`config.mk`:
```
export PLATFORM = sky130hd
export DESIGN_NAME = cdc_event_scheduler
export DESIGN_NICKNAME = d
export VERILOG_FILES = /design/src/rtl/cdc_event_scheduler.sv
export SDC_FILE = /design/constraint.sdc
export NUM_CORES = 1
export LEC_CHECK = 0
export BUFFER_PORTS_ARGS = -buffer_cell sky130_fd_sc_hd__buf_2
export CAP_MARGIN = 20
export CORE_MARGIN = 2
export CORE_UTILIZATION = 45
export DETAILED_ROUTE_END_ITERATION = 8
export PLACE_DENSITY = 0.7
export SLEW_MARGIN = 20
export SYNTH_ARGS = -nofsm -noshare
export SYNTH_HDL_FRONTEND = slang
export SYNTH_SLANG_ARGS = --single-unit
```
`constraint.sdc`:
```
create_clock -name clk_i -period 1.9 [get_ports clk_i]
set_clock_uncertainty 0.2 [all_clocks]
set_input_delay 0.095 -clock clk_i [delete_from_list [all_inputs] [get_ports clk_i]]
set_output_delay 0.095 -clock clk_i [all_outputs]
set_load 0.02 [all_outputs]
```
`src/rtl/cdc_event_scheduler.sv`:
```
// Round-robin scheduler that shares one toggle-synchronizer CDC channel among
// N_REQ event sources, spacing pulses GAP_CYCLES apart and flagging lost events.
module cdc_event_scheduler #(
    parameter int N_REQ      = 4,
    parameter int GAP_CYCLES = 32,
    parameter int ID_W       = $clog2(N_REQ)
) (
    input  logic             clk_i,
    input  logic             rst_i,
    input  logic [N_REQ-1:0] req_i,
    input  logic             en_i,
    input  logic             clr_drop_i,
    output logic             pulse_o,
    output logic [ID_W-1:0]  id_o,
    output logic             busy_o,
    output logic [N_REQ-1:0] pending_o,
    output logic [N_REQ-1:0] drop_o
);

    localparam int CNT_W = $clog2(GAP_CYCLES + 1);

    typedef enum logic {
        IDLE,
        GAP
    } state_t;

    state_t             state_q, state_d;
    logic [CNT_W-1:0]   cnt_q, cnt_d;
    logic [ID_W-1:0]    rr_q, rr_d;
    logic [ID_W-1:0]    id_d;
    logic               pulse_d;
    logic [N_REQ-1:0]   pending_q, pending_d;
    logic [N_REQ-1:0]   drop_q, drop_d;
    logic [N_REQ-1:0]   grant_mask;
    logic [ID_W-1:0]    winner;
    logic               found;
    logic               can_grant;
    logic               grant;
    int                 idx_i;

    // Rotating priority search: first pending requester at or after rr_q.
    always_comb begin
        found  = 1'b0;
        winner = '0;
        idx_i  = 0;
        for (int i = 0; i < N_REQ; i++) begin
            idx_i = int'(rr_q) + i;
            if (idx_i >= N_REQ) idx_i = idx_i - N_REQ;
            if (!found && pending_q[ID_W'(idx_i)]) begin
                found  = 1'b1;
                winner = ID_W'(idx_i);
            end
        end
    end

    // The last busy cycle of a gap may grant again, keeping pulses exactly GAP_CYCLES apart.
    assign can_grant = (state_q == IDLE) || (cnt_q == CNT_W'(GAP_CYCLES));
    assign grant     = can_grant && en_i && found;

    // NOTE: every output of this block gets a default first so no latch is inferred.
    always_comb begin
        state_d    = state_q;
        cnt_d      = cnt_q;
        rr_d       = rr_q;
        id_d       = id_o;
        pulse_d    = 1'b0;
        grant_mask = '0;

        if (grant) begin
            state_d            = GAP;
            cnt_d              = CNT_W'(1);
            pulse_d            = 1'b1;
            id_d               = winner;
            grant_mask[winner] = 1'b1;
            rr_d               = (winner == ID_W'(N_REQ - 1)) ? '0 : winner + 1'b1;
        end else if (state_q == GAP) begin
            if (cnt_q == CNT_W'(GAP_CYCLES)) begin
                state_d = IDLE;
                cnt_d   = '0;
            end else begin
                cnt_d = cnt_q + 1'b1;
            end
        end

        // A request landing on the grant cycle is a fresh event, not an overflow.
        pending_d = (pending_q & ~grant_mask) | req_i;
        drop_d    = (clr_drop_i ? '0 : drop_q) | (req_i & pending_q & ~grant_mask);
    end

    // NOTE: sequential state uses non-blocking assignments so all flops update together.
    always_ff @(posedge clk_i) begin
        if (rst_i) begin
            state_q   <= IDLE;
            cnt_q     <= '0;
            rr_q      <= '0;
            id_o      <= '0;
            pulse_o   <= 1'b0;
            pending_q <= '0;
            drop_q    <= '0;
        end else begin
            state_q   <= state_d;
            cnt_q     <= cnt_d;
            rr_q      <= rr_d;
            id_o      <= id_d;
            pulse_o   <= pulse_d;
            pending_q <= pending_d;
            drop_q    <= drop_d;
        end
    end

    assign busy_o    = (state_q == GAP);
    assign pending_o = pending_q;
    assign drop_o    = drop_q;

endmodule

```
======== After elaboration in Yosys (flattened, before gate mapping) ========
Index checks and enable logic that the tools add are counted.
word-level totals
  output and inout port bits .............. 12
  word-level logic and storage cells ...... 84
  bits of input ports ..................... 8
  flip-flop bits (word level) ............. 20
operators by class
  mux-type cells .......................... 36
  add/sub/neg operators ................... 9
  order comparisons ....................... 10
  reduce and logical (&&, ||, !) cells .... 12
  equality and inequality tests ........... 2
  bitwise operators ....................... 7
operators with widths
  kind                 count
  $mux 1               19
  $mux 2               9
  $lt 2x4->1 const B   4
  $and 4x4->4          3
  $ge 3x3->1 const B   3
  $bmux 1 s2           4
  $mux 4               2
  $or 4x4->4           2
  $sub 2x1->2 const B  4
  $add 2x2->3 const B  2
  $add 6x1->6 const B  1
  $eq 6x6->1 const B   1
  $logic_and 1x1->1    6
  $mux 6               1
  $not 4->4            1
  $add 2x1->3 const B  1
  $ge 2x3->1 const B   1
  $logic_not 1->1      3
  $lt 2x3->1 const B   1
  $add 2x1->2 const B  1
  $demux 1 s2          1
  $eq 2x2->1 const B   1
  $ge 2x1->1 const B   1
  $reduce_bool 2->1    1
  other kinds (3)      3

======== Depth between registers and ports, before layout ========
  depth after elaboration ................. 23
  gate-level depth with buffers ........... 8
  gate-level depth less buffers ........... 8

======== Worst setup path after synthesis ========
Ideal clock, no wire load.
  path type ............................... reg2reg
  start ................................... register pending_q[1], in the netlist pending_o[1]
  end ..................................... register pending_q[1], in the netlist pending_o[1]
  library setup time ...................... 131 ps
  path slack .............................. -134 ps
  data arrival time ....................... 1,702 ps
  path buffers ............................ 0
  stages on the path, launching flop included .. 9
  cells stage by stage .................... dfxtp_1 > nand2b_1 > nor3b_1 > a2bb2oi_1 > and2_1 > ha_1 > nand2_1 > o21ai_0 > a21oi_1
between the ends
  longest elaborated chain between the ends .. 21
ends and longest elaborated chain
  element                                                         RTL line  text
  start: declaration                                              32        logic [N_REQ-1:0] pending_q, pending_d;
  start signal: assignment                                        106       pending_q <= pending_d;
  $bmux 1 s2                                                      49        if (!found && pending_q[ID_W'(idx_i)]) begin
  $mux 1 (implied by the code) (2 in series)                      49
  $mux 1                                                          49
  $logic_not 1->1                                                 49
  $logic_and 1x1->1                                               49
  $mux 1                                                          49
  $logic_not 1->1                                                 49
  $logic_and 1x1->1                                               49
  (+4 left out)                                                   -
  net winner[0]                                                   35        logic [ID_W-1:0] winner;
  $lt 2x3->1 (implied by the code) or $ge 2x1->1 (tied branches)  74        grant_mask[winner] = 1'b1;
  $logic_and 1x1->1 (implied by the code)                         74
  $mux 1 (implied by the code)                                    74
  $demux 1 s2 *                                                   74
  $mux 4 *                                                        69        if (grant) begin
  $not 4->4 *                                                     86        pending_d = (pending_q & ~grant_mask) | req_i;
  $and 4x4->4 *                                                   86
  $or 4x4->4 *                                                    86
Mark *: on every way through the listed nets, which the timed path passes. The rest lies on a longest branch. The select of a mux whose other input is x is not followed.
A chain may end at the register's enable or synchronous reset.

======== Worst setup path in the final report ========
  start ................................... register pending_q[3], in the netlist pending_o[3]
  end ..................................... register rr_q[1]
between the ends
  longest elaborated chain between the ends .. 15
ends and longest elaborated chain
  element                                     RTL line  text
  $bmux 1 s2                                  49
  $mux 1 (implied by the code) (2 in series)  49
  $mux 1                                      49
  $logic_not 1->1                             49
  $logic_and 1x1->1                           49
  $mux 1                                      49
  $logic_not 1->1                             49
  $logic_and 1x1->1                           49
  $mux 1                                      49
  $logic_not 1->1                             49
  $logic_and 1x1->1                           49
  $mux 2 *                                    49
  net winner[0]                               35
  $add 2x1->2 or $eq 2x2->1 (tied branches)   75        rr_d = (winner == ID_W'(N_REQ - 1)) ? '0 : winner + 1'b1;
  $mux 2 *                                    75
  end signal: assignment                      103       rr_q <= rr_d;
  end: declaration                            29        logic [ID_W-1:0] rr_q, rr_d;
Marked as above.

==> results by group <==
Cells and area
  – Post-Layout Inst Area: 0.001445 sq mm
  – N_diodes: 0
  – Fin nets: 171
  – Layout Utilization: 0.6661
  – Most common cell after layout, fill and taps aside: buf_2
  – Area grow syn2layout: 42.42%
  – Fin cells: 184
  – Most frequent cells in the layout: buf_2 (19), dfxtp_1 (15), buf_4 (14)
  – Ratio of cells with drive above 1 in the final layout: 0.4103

Synthesis
  – Xor-xnor portion of the synthesized cell area: 0.02589
  – Synth Area in Compound Gates: 0.2084
  – Yosys Warn Count: 0
  – Post-synth top area cell: dfxtp_1
  – Top FF cell, synth: dfxtp_1
  – Post-Synth Adder-Cell Area: 0.07398
  – Synth Net Count: 128
  – Avg Inst Size Synth: 8.901 sq um
  – Synthesized cell area: 0.001015 sq mm
  – Most area-consuming cells after synthesis: dfxtp_1 (39%), ha_1 (7.4%), o21ai_0 (6.4%), nand2_1 (5.2%), a21oi_1 (3.5%)
  – Post-synthesis cell type count: 35
  – Post-synth top area share: 0.3946
  – Cells after Synth: 114
  – Ys async rst share: 0
  – Largest family of logic cells by synthesized area: simple AND/OR/NAND/NOR gates
  – Post-synth EDFFs: 0
  – Seq/Total Area, Yosys: 0.3946
  – Simple-gate share of the synthesized area: 0.2515
  – Post-synthesis mux area share: 0
  – Number of synthesized register bits: 20

Worst setup path
  – CP max stage cell: or4_4
  – Crit-path max FO: 3
  – Critical path, cell by cell: or4_4 > and2_4 > ha_1 > nand3_2 > a21oi_2
  – CP endpoint kind: register
  – Worst reg2reg endpoint: rr_q[1]$_SDFFE_PP0P_
  – Crit Path Category: reg2reg
  – Crit path arrival time: 1.85 ns
  – R2R Setup Slk: 0.04 ns
  – Critical R2R Launch: pending_o[3]$_SDFF_PP0_
  – CP Launch Type: register
  – Max stage delay on crit path: 0.53 ns
  – FF-to-FF path depth: 5
  – CP required: 1.89 ns

STA
  – Final WS setup: 0.04456 ns
  – Fin crit share: 0.9765
  – Setup-failing EPs final: 0
  – Least-Margin Pin Slew: 0.3308 ns
  – Minimum clock period: 1.855 ns
  – Max-slew headroom: 0.7795
  – RSZ-0062 raised after global routing: true
  – Fmax: 0.5390 GHz
  – Fin. max-slew vios: 0
  – Final hold vios: 0

Pwr
  – Sw frac: 0.3041
  – Pleak: 0.6393 nW
  – Flop pwr share: 0.404
  – Peak supply drop: 526.3 uV
  – Internal power: 0.8528 mW
  – Clock power frac: 0.288
  – NetSw: 0.3726 mW
  – Pwr/cell area: 848.0 mW/mm^2
  – Combinational power share: 0.308

CTS
  – # clock sinks: 20
  – CTS root buf: clkbuf_4
  – CTS H-tree depth: 1
  – TritonCTS clock tree: yes
  – Clk_lat worst skew: 0.31 ns
  – Clock transition at the registers of the reported paths: 0.12 ns
  – CTS buffer count: 3
  – Longest Clk Path Bufs: 2

Placed design
  – Post-Place Cells: 168
  – PortBufs: 19
  – Placed instance area: 0.001216 sq mm
  – Post-Place Setup Slack: -0.04503 ns
  – Hpwl dp: 1737 microns
  – Placer Congestion: 0.8216

Detailed routing
  – Total iterations of the first detailed-routing run: 4
  – Drt total wl: 2508 microns
  – Final ANT Viol Nets: 0
  – Initial DRC Count: 10
  – Residual DRC count: 0
  – DR WL/cell: 13.63 microns
  – DR vias: 963
  – Via density: 5.234

Die
  – Core footprint: 0.002170 sq mm
  – # rows: 17
  – Chip Height: 51.49 microns
  – Initial Utilization: 0.4677
  – Die Span X: 51.49 microns
  – Die ar.: 0.002651 sq mm
  – Ports: 20

Run
  – MaxCap Viol Count: 0

Global route
  – GRT Util Overall: 0.2074
  – Largest net degree at the start of global routing: 16
  – Number of global-route vias before repair: 934
  – Initial antenna violation count: 0
  – Global-route wire length before repair: 4029 microns
  – GRT overflow: 0

Worst hold path
  – Worst Hold End: drop_o[2]$_SDFF_PP0_
  – Hold path start: drop_o[2]$_SDFF_PP0_
  – Hold/Removal Path Class: reg2reg
  – Hold Path Stages: 2

Outcome
  – Status: finished clean
-- cells by family (layout without fill, tap and decap cells) --
family          Yosys count  count (layout)
flops                    20              20
xor+xnor                  3               3
compound gates           33              33
simple gates             42              42
fa+ha+maj                 6               6
buf+inv                  10              52
-- flip-flops by register name, summed over array words and instances, names as in the netlist --
signal     cells
id_o           2
cnt_q          6
rr_q           2
pending_o      4
busy_o         1
pulse_o        1
drop_o         4
-- metrics by stage --
stage / setup TNS, ns / hold slack (ns) / power, mW
6_report: 0 / 0.2625 / 1.225
4_1_cts: 0 / 0.2676 / 1.185
3_3_place_gp: -0.01677 / 0.1110 / 0.7914
3_5_place_dp: -0.07777 / 0.1190 / 0.8048
5_1_grt: -0.1890 / 0.2943 / 1.295
2_1_floorplan: 0 / -0.03318 / 0.6880
-- how the worst max path moves through the flow --
stage	start	endpoint	slack, ns	cells past startpoint
final	pending_o[3]$_SDFF_PP0_	rr_q[1]$_SDFFE_PP0P_	0.04	5
after detailed placement	pending_o[0]$_SDFF_PP0_	pending_o[1]$_SDFF_PP0_	-0.05	8
after floorplan	pending_o[0]$_SDFF_PP0_	pending_o[1]$_SDFF_PP0_	0.00008	8
after global routing	pending_o[0]$_SDFF_PP0_	pending_o[1]$_SDFF_PP0_	-0.05	8
after CTS	pending_o[3]$_SDFF_PP0_	drop_o[1]$_SDFF_PP0_	0.002	6
after global placement	pending_o[3]$_SDFF_PP0_	pending_o[2]$_SDFF_PP0_	-0.02	6
-- metal layers --
layer | GRT usage | vias up | routed length [microns]
met1 | 0.2291 | 446 | 1012
met5 | 0 | - | 0
li1 | - | 485 | -
met2 | 0.3889 | 27 | 1362
met4 | 0.09211 | 0 | 44
met3 | 0.02632 | 5 | 89
-- power groups by stage --
stage | Clock (mW) | Combinational, mW | Sequential (mW)
2_1_floorplan | 0 | 0.167 | 0.521
3_3_place_gp | 0 | 0.294 | 0.498
3_5_place_dp | 0 | 0.304 | 0.501
4_1_cts | 0.364 | 0.331 | 0.490
5_1_grt | 0.380 | 0.413 | 0.502
6_report | 0.352 | 0.378 | 0.495
-- cells in the mapped netlist (3+ instances only) --
cell type	count
ha_1	6
nor3_1	3
nor2_1	7
o21ai_0	13
dfxtp_1	20
nand3_1	4
a21oi_1	7
nand2_1	14
nor2b_1	3
inv_1	7
-- worst max-delay path: cells and delay by family, from the launching register on --
kind / cells / cell delay [ns]
adders and majority gates: 1 / 0.31
and+or+nand+nor: 3 / 0.80
DFF: 1 / 0.38
AOI/OAI and AO/OA: 1 / 0.05
-- area by class of cell --
type | instances | area (sq um)
repair buffers | 41 | 281.5
clock buffers | 3 | 22.52
clock inverters | 1 | 30.03
inverters | 7 | 26.28
flip-flops and latches | 20 | 411.6
multi-input cells | 84 | 638.1
fillers | 190 | 724.4
well taps | 28 | 35.03
-- repair_timing --
item	4_1_cts	5_1_grt
buffers inserted	4	1
endpoints found under the setup margin	4	9
hold endpoints to repair	15	0
gates resized for setup	4	20
pin swaps	3	8
hold buffers	7	0
Power figures use the tool's default switching activity.
